--- config.mk ---
export PLATFORM = sky130hd
export DESIGN_NAME = sll_seq
export DESIGN_NICKNAME = d
export VERILOG_FILES = /design/src/rtl/sll_seq.sv
export SDC_FILE = /design/constraint.sdc
export NUM_CORES = 1
export LEC_CHECK = 0
export BUFFER_PORTS_ARGS = -buffer_cell sky130_fd_sc_hd__buf_2
export CORE_MARGIN = 4
export CORE_UTILIZATION = 51
export CTS_CLUSTER_DIAMETER = 150
export DETAILED_ROUTE_END_ITERATION = 12
export HOLD_SLACK_MARGIN = 0.15
export PLACE_DENSITY = 0.79
export SETUP_SLACK_MARGIN = 0.3
export SKIP_LAST_GASP = 1
export SLEW_MARGIN = 20
export SYNTH_ARGS = -nofsm -noshare
export SYNTH_HDL_FRONTEND = slang
export SYNTH_SLANG_ARGS = --single-unit
--- constraint.sdc ---
create_clock -name clk -period 2.52 [get_ports clk]
set_clock_uncertainty 0.1 [all_clocks]
set_input_delay 0.126 -clock clk [delete_from_list [all_inputs] [get_ports clk]]
set_output_delay 0.126 -clock clk [all_outputs]
set_load 0.01 [all_outputs]
--- src/rtl/sll_seq.sv ---
// sll_seq -- multi-cycle logical shift-left unit, one bit position per clock.
//
// Shifts operand a left by b positions (b >= N clamps to N, giving zero) and
// presents the truncated N-bit result on c. Sequential counterpart of the
// combinational shifter in the ALU lab, using the same a/b/c operand naming.
//
// Optional build macro: SLL_SEQ_ROTATE_EN
//   undefined : logical shift-left, zero fill, shift amount clamped to N
//   defined   : rotate-left, shift amount taken as b mod N
//
// Ports:
//   clk    in   1  rising-edge clock
//   rst_n  in   1  asynchronous active-low reset; aborts any operation in flight
//   start  in   1  request, sampled only while idle
//   a      in   N  value to shift, captured when start is accepted
//   b      in   N  unsigned shift amount, captured when start is accepted
//   c      out  N  result; written on completion, held until the next completion
//   busy   out  1  high from acceptance through the done cycle
//   done   out  1  single-cycle completion pulse
//
// Handshake: a request is accepted on a rising edge where start=1 and busy=0.
// While busy=1 start is ignored (nothing is queued). done pulses for exactly
// one cycle with c already valid; busy drops in the following cycle.
module sll_seq #(
    parameter int N = 4
) (
    input  logic         clk,
    input  logic         rst_n,
    input  logic         start,
    input  logic [N-1:0] a,
    input  logic [N-1:0] b,
    output logic [N-1:0] c,
    output logic         busy,
    output logic         done
);

    localparam int           CW  = $clog2(N) + 1;
    localparam logic [N-1:0] N_B = N'(N);

    typedef enum logic [1:0] {
        IDLE  = 2'd0,
        SHIFT = 2'd1,
        DONE  = 2'd2
    } state_t;

    state_t        state;
    state_t        state_nxt;
    logic [N-1:0]  acc;
    logic [CW-1:0] cnt;
    logic [N-1:0]  cnt_load;   // full-width step count before narrowing to cnt
    logic [N-1:0]  acc_step;   // acc after one shift/rotate step

    always_comb begin
        cnt_load = '0;
        acc_step = '0;
`ifdef SLL_SEQ_ROTATE_EN
        cnt_load = b % N_B;
        acc_step = {acc[N-2:0], acc[N-1]};
`else
        // Shifting N or more places empties the register, so N steps suffice.
        cnt_load = (b >= N_B) ? N_B : b;
        acc_step = {acc[N-2:0], 1'b0};
`endif
    end

    // State register
    always_ff @(posedge clk or negedge rst_n) begin
        if (!rst_n) begin
            state <= IDLE;
        end else begin
            state <= state_nxt;
        end
    end

    // Next state and status outputs
    always_comb begin
        state_nxt = state;
        busy      = 1'b0;
        done      = 1'b0;
        case (state)
            IDLE: begin
                if (start) begin
                    state_nxt = SHIFT;
                end
            end
            SHIFT: begin
                busy = 1'b1;
                // The step after the count runs out publishes the result.
                if (cnt == '0) begin
                    state_nxt = DONE;
                end
            end
            DONE: begin
                busy      = 1'b1;
                done      = 1'b1;
                state_nxt = IDLE;
            end
            default: begin
                state_nxt = IDLE;
            end
        endcase
    end

    // Datapath: operand capture, stepping, result publication
    always_ff @(posedge clk or negedge rst_n) begin
        if (!rst_n) begin
            acc <= '0;
            cnt <= '0;
            c   <= '0;
        end else begin
            case (state)
                IDLE: begin
                    if (start) begin
                        acc <= a;
                        cnt <= CW'(cnt_load);
                    end
                end
                SHIFT: begin
                    if (cnt != '0) begin
                        acc <= acc_step;
                        cnt <= cnt - CW'(1);
                    end else begin
                        c <= acc;
                    end
                end
                default: begin
                end
            endcase
        end
    end

endmodule

==> results of run 1 <==
## area by class of cell
cell class,instances,area [um^2],share of cell area [%]
Multi-Input combinational cell,43,382,40.2
Sequential cell,13,325,34.3
Timing Repair Buffer,26,178,18.7
Clock buffer,4,26.3,2.77
Inverter,5,18.8,1.98
Tap cell,15,18.8,1.98
## metal layers
layer  global-route usage [%]  vias up
met5                        0        -
met4                     7.39        0
met3                     3.13        4
met2                     25.0       14
met1                     21.1      269
li1                         -      284
## worst max-delay path, stage by stage (launching register included)
cell and delay (ns):
dfrtp_1 0.42, inv_1 0.12, ha_1 0.19, mux2_4 0.35
o2111ai_1 0.11, dlygate4sd3_1 0.58, nand3_1 0.07
## repair_timing
action | CTS | global route
endpoints found under the hold margin | 20 | 0
gates resized for setup | 0 | 1
hold buffers | 9 | 0
endpoints found under the setup margin | 0 | 1
## power breakdown
part / internal, mW / leakage (nW) / switching [mW]
sequential: 0.311 / 0.155 / 0.0599
combinational: 0.319 / 0.286 / 0.306
clock: 0.0612 / 0.0150 / 0.0684
## cell families after synthesis
logic type | count (synthesis) | share of synthesized area (%)
buffers and inverters | 8 | 5.38
DFF | 13 | 43.7
AOI/OAI and AO/OA | 15 | 11.9
and+or+nand+nor | 10 | 10.3
adders and majority gates | 7 | 11.8
muxes | 11 | 17.0
## registers in the layout (all words and copies together) (netlist names)
signal  count
c           4
acc         4
cnt         3
state       2
## cell usage after synthesis
cell / count
nor2b_1: 1
nand3_1: 1
o21a_1: 1
buf_2: 2
mux2_4: 2
o21ai_0: 2
or4b_1: 1
mux2_2: 5
nand2b_1: 2
inv_1: 5
o2111ai_1: 1
a31oi_1: 1
and2_4: 1
mux2i_1: 4
dfrtp_1: 13
nand3b_1: 1
a31o_2: 1
a21oi_1: 8
nor4b_1: 1
and3b_1: 2
a21boi_0: 1
ha_1: 7
buf_6: 1
## stage by stage
stage	utilization (%)	worst slack (ns)	hold slack (ns)
after CTS	70.9	0.416	0.171
after floorplan	-	0.749	-0.270
after global routing	71.1	0.375	0.187
after global placement	62.2	0.792	-0.0721
final	71.1	0.465	0.164
after detailed placement	62.2	0.733	-0.0707
## worst max path at each step
stage	endpoint	slack [ns]	cells past startpoint	startpoint
after CTS	cnt[2]	0.42	6	state[1]
after floorplan	cnt[1]	0.75	6	state[0]
after global routing	cnt[2]	0.38	6	state[0]
final	cnt[2]	0.46	6	state[0]
after detailed placement	cnt[1]	0.73	5	state[1]
after global placement	cnt[1]	0.79	5	state[1]
==> out/results.ini, run 1 <==
[status]
status = complete, no violations

[grt]
grt_max_degree = 14
grtUsageTotal_pct = 16.0
grt_pass1_vias = 584
grt_pass1_wl_um = 2430
antenna_found_initial = 0
gr-total-overflow = 0

[placed_design]
gp_congestion = 0.751
place_hpwl_um = 1110
placed_area_um2 = 830
io_buffers = 16
placed_cells = 93

[floorplan]
fp.dieW_um = 46.2
num_rows = 13
die_h_um = 46.2
fp.coreArea_um2 = 1330
io_pins = 17
die_area_um2 = 2130
start_util_pct = 55.8

[cells_and_area]
layout_commonest_cell = buf_2
area_growth_pct = 27.4
fin_nets = 110
final_cell_mix = buf_2, dfrtp_1, dlygate4sd3_1, a21oi_1, ha_1
fill_cells = 99
fin_area_um2 = 948
drive_gt1_share_pct = 33.0
stdcell_count = 106
antenna_cells = 0

[setup_path]
worstSetupEndpointType = flop
reg2reg_from = state[0]
crit_fanout = 8
ff2ff_setup_slack_ns = 0.46
criticalPathCategory = reg2reg
worstPathArrival_ns = 2.12
r2r_cells = 6
timing.rr.end = cnt[2]
start_kind = flop
worst_ep_required_time_ns = 2.58

[detailed_routing]
met2RoutedLength_um = 733
via_per_inst = 5.39
drt-met1-wl_um = 723
dr.max_layer_used = met4
drtIter0Drc = 14
wire_per_inst_um = 14.5
routed_wl_um = 1540
via_count = 571
drtPass1Iterations = 4
drc_errors = 0
ant_nets = 0
dr_wl_met3_um = 65

[timing]
worstMarginPinSlew_ns = 0.302
maxSlewViolCount = 0
min_period_ns = 2.06
fmax_mhz = 487
relSlewSlack_pct = 79.9
hold_viol = 0
fin_tns_setup_ns = 0
post-route-period-util_pct = 81.6
setup_viol = 0
rsz0062_at_grt = false

[power]
p_per_area_nw_per_um2 = 1190
cellLeakagePower_nw = 0.457
total_power_mw = 1.12
worst_ir_drop_vdd_mv = 0.609

[synth]
synth.top_cells.by_area = dfrtp_1, ha_1, mux2_2, a21oi_1, mux2i_1
synth_area_um2 = 744
yosysTopAreaCell = dfrtp_1
ys_types = 23
synth.avg_cell_area_um2 = 11.6
seq_area_frac_synth_pct = 43.7
syn_inst = 64
synth_seq_cells = 13
ys.warnings.count = 0
syn-num-nets = 82
synth_top_area_share_pct = 43.7

[clocking]
insertion_delay_ns = 0.27
clkSinkCount = 13
cts_buffer_depth = 2
numCtsBuffers = 3
cts_max_level = 1
cts_tree = yes
postCtsSetupRepairBufs = 0
clkSlewWorstSetupHoldPaths_ns = 0.08
root_buffer = clkbuf_4

[job]
maxCapViolCount = 0

[min_path]
hold_class = in2async

Note: power is estimated with default switching activity, not from simulation.
==> run 2, diff against run 1 <==
clock period = 2.2 ns   (was 2.52 ns; I/O delays follow)
==> run 2 against run 1 <==
  * Count of clock-buffer cells in the layout unchanged
  * Sequential share of layout area rose by 0.18 points
  * Via count down 0.88%
  * Wire length is 1.5% lower
  * Clock power rose by 15%
  * Sequential power up 15%
  * Cell count did not move
  * Setup slack worse by 0.070 ns
  * Non-clock buffer count unchanged
  * Combinational power increased by 13%
  * Cell area fell by 0.53%
  * Critical path type unchanged
  * Highest routed layer unchanged
==> out/results.ini, run 2 (synthesis results as in run 1) <==
[status]
status = complete, no violations

[timing]
fin_tns_setup_ns = 0
min_period_ns = 1.80
maxSlewViolCount = 0
hold_viol = 0
rsz0062_at_grt = false
setup_viol = 0
worstMarginPinSlew_ns = 0.282
fmax_mhz = 554
relSlewSlack_pct = 80.9
post-route-period-util_pct = 82.0

[placed_design]
gp_congestion = 0.718
io_buffers = 16

[power]
worst_ir_drop_vdd_mv = 0.671
p_per_area_nw_per_um2 = 1360
cellLeakagePower_nw = 0.461

[grt]
grt_pass1_vias = 602
antenna_found_initial = 0
grtUsageTotal_pct = 17.8
grt_max_degree = 14
grt_pass1_wl_um = 2650
gr-total-overflow = 0

[cells_and_area]
multi_input_area_um2 = 379
drive_gt1_share_pct = 33.0
area_growth_pct = 26.7
top_regs = acc x4, c x4, cnt x3
final_cell_mix = buf_2, dfrtp_1, a21oi_1, dlygate4sd3_1, ha_1
fin_nets = 110
seq_area_um2 = 325
fin_util_pct = 70.7
layout_commonest_cell = buf_2
antenna_cells = 0
fill_cells = 107

[setup_path]
criticalPathCategory = reg2reg
crit_path_frequent_cell = mux2_4
ff2ff_setup_slack_ns = 0.40
worstSetupEndpointType = flop
crit_fanout = 8
max_stage_delay_ns = 0.43
worstPathArrival_ns = 1.87
timing.rr.end = cnt[1]
r2r_cells = 5
path_cells = inv_1 -> ha_1 -> mux2_4 -> and2_4 -> mux2_4
start_kind = flop
cp_slowest_cell = dfrtp_1
worst_ep_required_time_ns = 2.27
reg2reg_from = state[0]

[clocking]
root_buffer = clkbuf_4
cts_buffer_depth = 2
clkSinkCount = 13
cts_tree = yes
postCtsSetupRepairBufs = 0
numCtsBuffers = 3
cts_resized = 0
insertion_delay_ns = 0.28
ctsHoldBuffers = 8
cts_max_level = 1
clkSlewWorstSetupHoldPaths_ns = 0.08

[detailed_routing]
drtPass1Iterations = 4
wire_per_inst_um = 14.3
drc_errors = 0
via_per_inst = 5.34
ant_nets = 0
drtIter0Drc = 8
routed_wl_um = 1520
via_count = 566

[min_path]
hold_class = in2async

[floorplan]
num_rows = 13
fp.coreArea_um2 = 1330
io_pins = 17
start_util_pct = 55.8
fp.dieW_um = 46.2
die_h_um = 46.2
die_area_um2 = 2130

[job]
maxCapViolCount = 0

-- run 2: cell count changes in the layout (fill, tap and decap cells not counted) --
cell,change
buf_4,+1
dlygate4sd3_1,-1
ha_1,+1
ha_2,-1
-- run 2: per-stage QoR --
step                      hold slack (ns)  std cells  cell area, um^2  total power, mW  setup WS, ns
after floorplan                    -0.286         64              744            0.961         0.429
after global placement            -0.0895         94              837             1.09         0.487
after detailed placement          -0.0868         94              837             1.12         0.428
after CTS                           0.151        106              943             1.28         0.402
after global routing                0.169        106              943             1.39         0.330
final                               0.139        106              943             1.28         0.395
-- run 2: cell type report --
class / count / share of cell area (%)
sequential: 13 / 34.5
multi-input combinational: 43 / 40.2
tap: 15 / 1.99
timing repair buffer: 26 / 18.6
inverter: 5 / 1.99
clock buffer: 4 / 2.79
-- run 2: worst max-delay path by stage --
stage	start	end	slack, ns	cells after the start
floorplan	state[0]	cnt[1]	0.43	6
global placement	state[0]	cnt[1]	0.49	5
detailed placement	state[0]	cnt[1]	0.43	5
CTS	state[0]	cnt[1]	0.40	5
global route	state[1]	cnt[1]	0.33	5
finish	state[0]	cnt[1]	0.40	5
-- run 2: layer usage --
layer | vias to the layer above | wire [um] | global-route usage (%)
li1 | 280 | - | -
met1 | 268 | 689 | 22.4
met2 | 14 | 727 | 27.7
met3 | 4 | 75 | 5.08
met4 | 0 | 23 | 8.52
met5 | - | 0 | 0
-- run 2: power breakdown --
group | switching (mW) | leakage (nW) | internal, mW
Sequential | 0.0689 | 0.155 | 0.356
Combinational | 0.346 | 0.290 | 0.359
Clock | 0.0795 | 0.0150 | 0.0704
-- run 2: critical path: cells and delay by family (launching register included) --
family,cells,cell delay [ns]
multiplexers,2,0.65
flip-flops,1,0.43
AND/OR/NAND/NOR,1,0.20
adder cells (fa/ha/maj),1,0.19
buffers and inverters,1,0.13
==> run 3, diff against run 2 <==
CORE_UTILIZATION = 46   (was 51)
PLACE_DENSITY = 0.75   (was 0.79)
clock period = 1.6 ns   (was 2.2 ns; I/O delays follow)
==> run 3 against run 2 <==
  * The flow now finishes with violations (setup timing)
  * Sequential share of layout area is 4.3 points lower
  * Die area is 9.0% higher
  * Flip-flop and latch count stayed put
  * Critical path depth stayed put
  * Cell area is 14% higher
  * Worst hold slack better by 0.050 ns
  * Power is 65% higher
  * Count of clock-buffer cells in the layout stayed put
  * Setup slack worse by 0.41 ns
==> out/results.ini, run 3 (synthesis results as in run 1) <==
[setup_path]
criticalPathCategory = reg2reg
reg2reg_from = state[1]
worst_ep_required_time_ns = 1.67
critPathBufInv = 1
crit_fanout = 4
critPathCapture = cnt[1]
max_stage_delay_ns = 0.40
crit_path_frequent_cell = mux2_4
worstSetupStartpoint = state[1]
start_kind = flop
worst-path-stages = 5
ff2ff_setup_slack_ns = -0.01
cp_slowest_cell = dfrtp_1
worstSetupEndpointType = flop
worstPathArrival_ns = 1.68
path_cells = inv_2 -> ha_4 -> mux2_4 -> and2_4 -> mux2_4
cp_top_family = multiplexers
r2r_cells = 5
timing.rr.end = cnt[1]

[detailed_routing]
via_count = 594
routed_wl_um = 1620
drtPass1Iterations = 4
ant_nets = 0
drc_errors = 0
drtIter0Drc = 3
via_per_inst = 5.21
wire_per_inst_um = 14.2

[power]
p_comb_share_pct = 62.3
p_per_area_nw_per_um2 = 1950
total_power_mw = 2.11
p_clk_share_pct = 9.4
p_switching_mw = 0.811
seqPwrFrac_pct = 28.2
cellLeakagePower_nw = 0.504
worst_ir_drop_vdd_mv = 1.41
cell_internal_pwr_mw = 1.29
p_sw_share_pct = 38.5

[timing]
post-route-period-util_pct = 101
rsz0062_at_grt = true
setup_viol = 1
worstMarginPinSlew_ns = 0.292
hold_ws_ns = 0.189
maxSlewViolCount = 0
relSlewSlack_pct = 80.5
hold_viol = 0
fmax_mhz = 621
min_period_ns = 1.61
layout_setup_ws_ns = -0.0113

[cells_and_area]
drive_gt1_share_pct = 50.0
area_growth_pct = 44.7
top_regs = acc x4, c x4, cnt x3
fin_nets = 117
layout_commonest_cell = buf_2
final_cell_mix = buf_2, dfrtp_1, dlygate4sd3_1, a21oi_2
antenna_cells = 0

[floorplan]
start_util_pct = 48.9
fp.coreArea_um2 = 1520
die_area_um2 = 2330
io_pins = 17
num_rows = 14
fp.dieW_um = 48.2
die_h_um = 48.2

[status]
status = complete, but fails checks
violations = setup timing

[clocking]
clkSlewWorstSetupHoldPaths_ns = 0.07
cts_max_level = 1
root_buffer = clkbuf_4
clkSinkCount = 13
cts_buffer_depth = 2
cts_tree = yes
insertion_delay_ns = 0.27
numCtsBuffers = 3

[job]
maxCapViolCount = 0

[grt]
grtUsageTotal_pct = 16.2
gr-total-overflow = 0
grt_pass1_vias = 600
antenna_found_initial = 0
grt_max_degree = 14
grt_pass1_wl_um = 2610

[placed_design]
io_buffers = 16
gp_congestion = 0.751
place_hpwl_um = 1100

[min_path]
hold_class = in2reg

## run 3: changes by cell type in the layout (fill, tap and decap cells not counted), sizes merged
cell / before / now
buf: 18 / 24
dlygate4sd3: 8 / 9
## run 3: area by class of cell
cell class	instances	area, um^2
inverter	5	18.8
clock buffer	4	26.3
timing repair buffer	33	244
fill	96	447
sequential	13	325
multi-input combinational	43	443
tap	16	20.0
## run 3: metrics by stage
stage               instances  area (um^2)  utilization (%)   TNS, ns  setup slack [ns]
global placement           98          877             57.6         0            0.0268
finish                    114         1080             70.7   -0.0113           -0.0113
detailed placement         98          877             57.6  -0.00886          -0.00886
floorplan                  64          773                -    -0.126           -0.0925
global route              114         1080             70.7    -0.286           -0.0801
CTS                       113         1040             68.1  -0.00582          -0.00582
## run 3: layer usage
| metal | GRT usage [%] | share of wire (%) |
|---|---|---|
| met1 | 21.2 | 44 |
| met2 | 25.8 | 48 |
| met3 | 3.32 | 5.2 |
| met4 | 6.99 | 2.6 |
| met5 | 0 | 0 |
## run 3: power groups by stage
stage,combinational (mW),clock [mW],sequential [mW]
floorplan,0.807,0,0.595
global placement,1.03,0,0.586
detailed placement,1.05,0,0.593
CTS,1.21,0.201,0.594
global route,1.45,0.219,0.618
finish,1.31,0.199,0.594
## run 3: worst min-delay path: stages
cell     delay, ns
buf_2         0.10
nor4b_2       0.15
a21oi_1       0.12
mux2i_1       0.08
## run 3: how the worst min path moves through the flow
stage	start	to	slack, ns	cells past startpoint
2_1_floorplan	rst_n	acc[0]	-0.32	0
3_3_place_gp	rst_n	cnt[0]	-0.12	1
3_5_place_dp	rst_n	cnt[0]	-0.12	1
4_1_cts	b[0]	cnt[0]	0.16	4
5_1_grt	b[0]	cnt[0]	0.22	4
6_report	b[0]	cnt[0]	0.19	4
## run 3: repair_timing
| item | CTS | global route |
|---|---|---|
| resized for setup | 8 | 6 |
| gates cloned | 0 | 0 |
| setup endpoints to repair | 15 | 15 |
| pin swaps | 2 | 1 |
| hold buffers | 9 | 0 |
| buffers inserted | 2 | 1 |
| endpoints found under the hold margin | 21 | 0 |
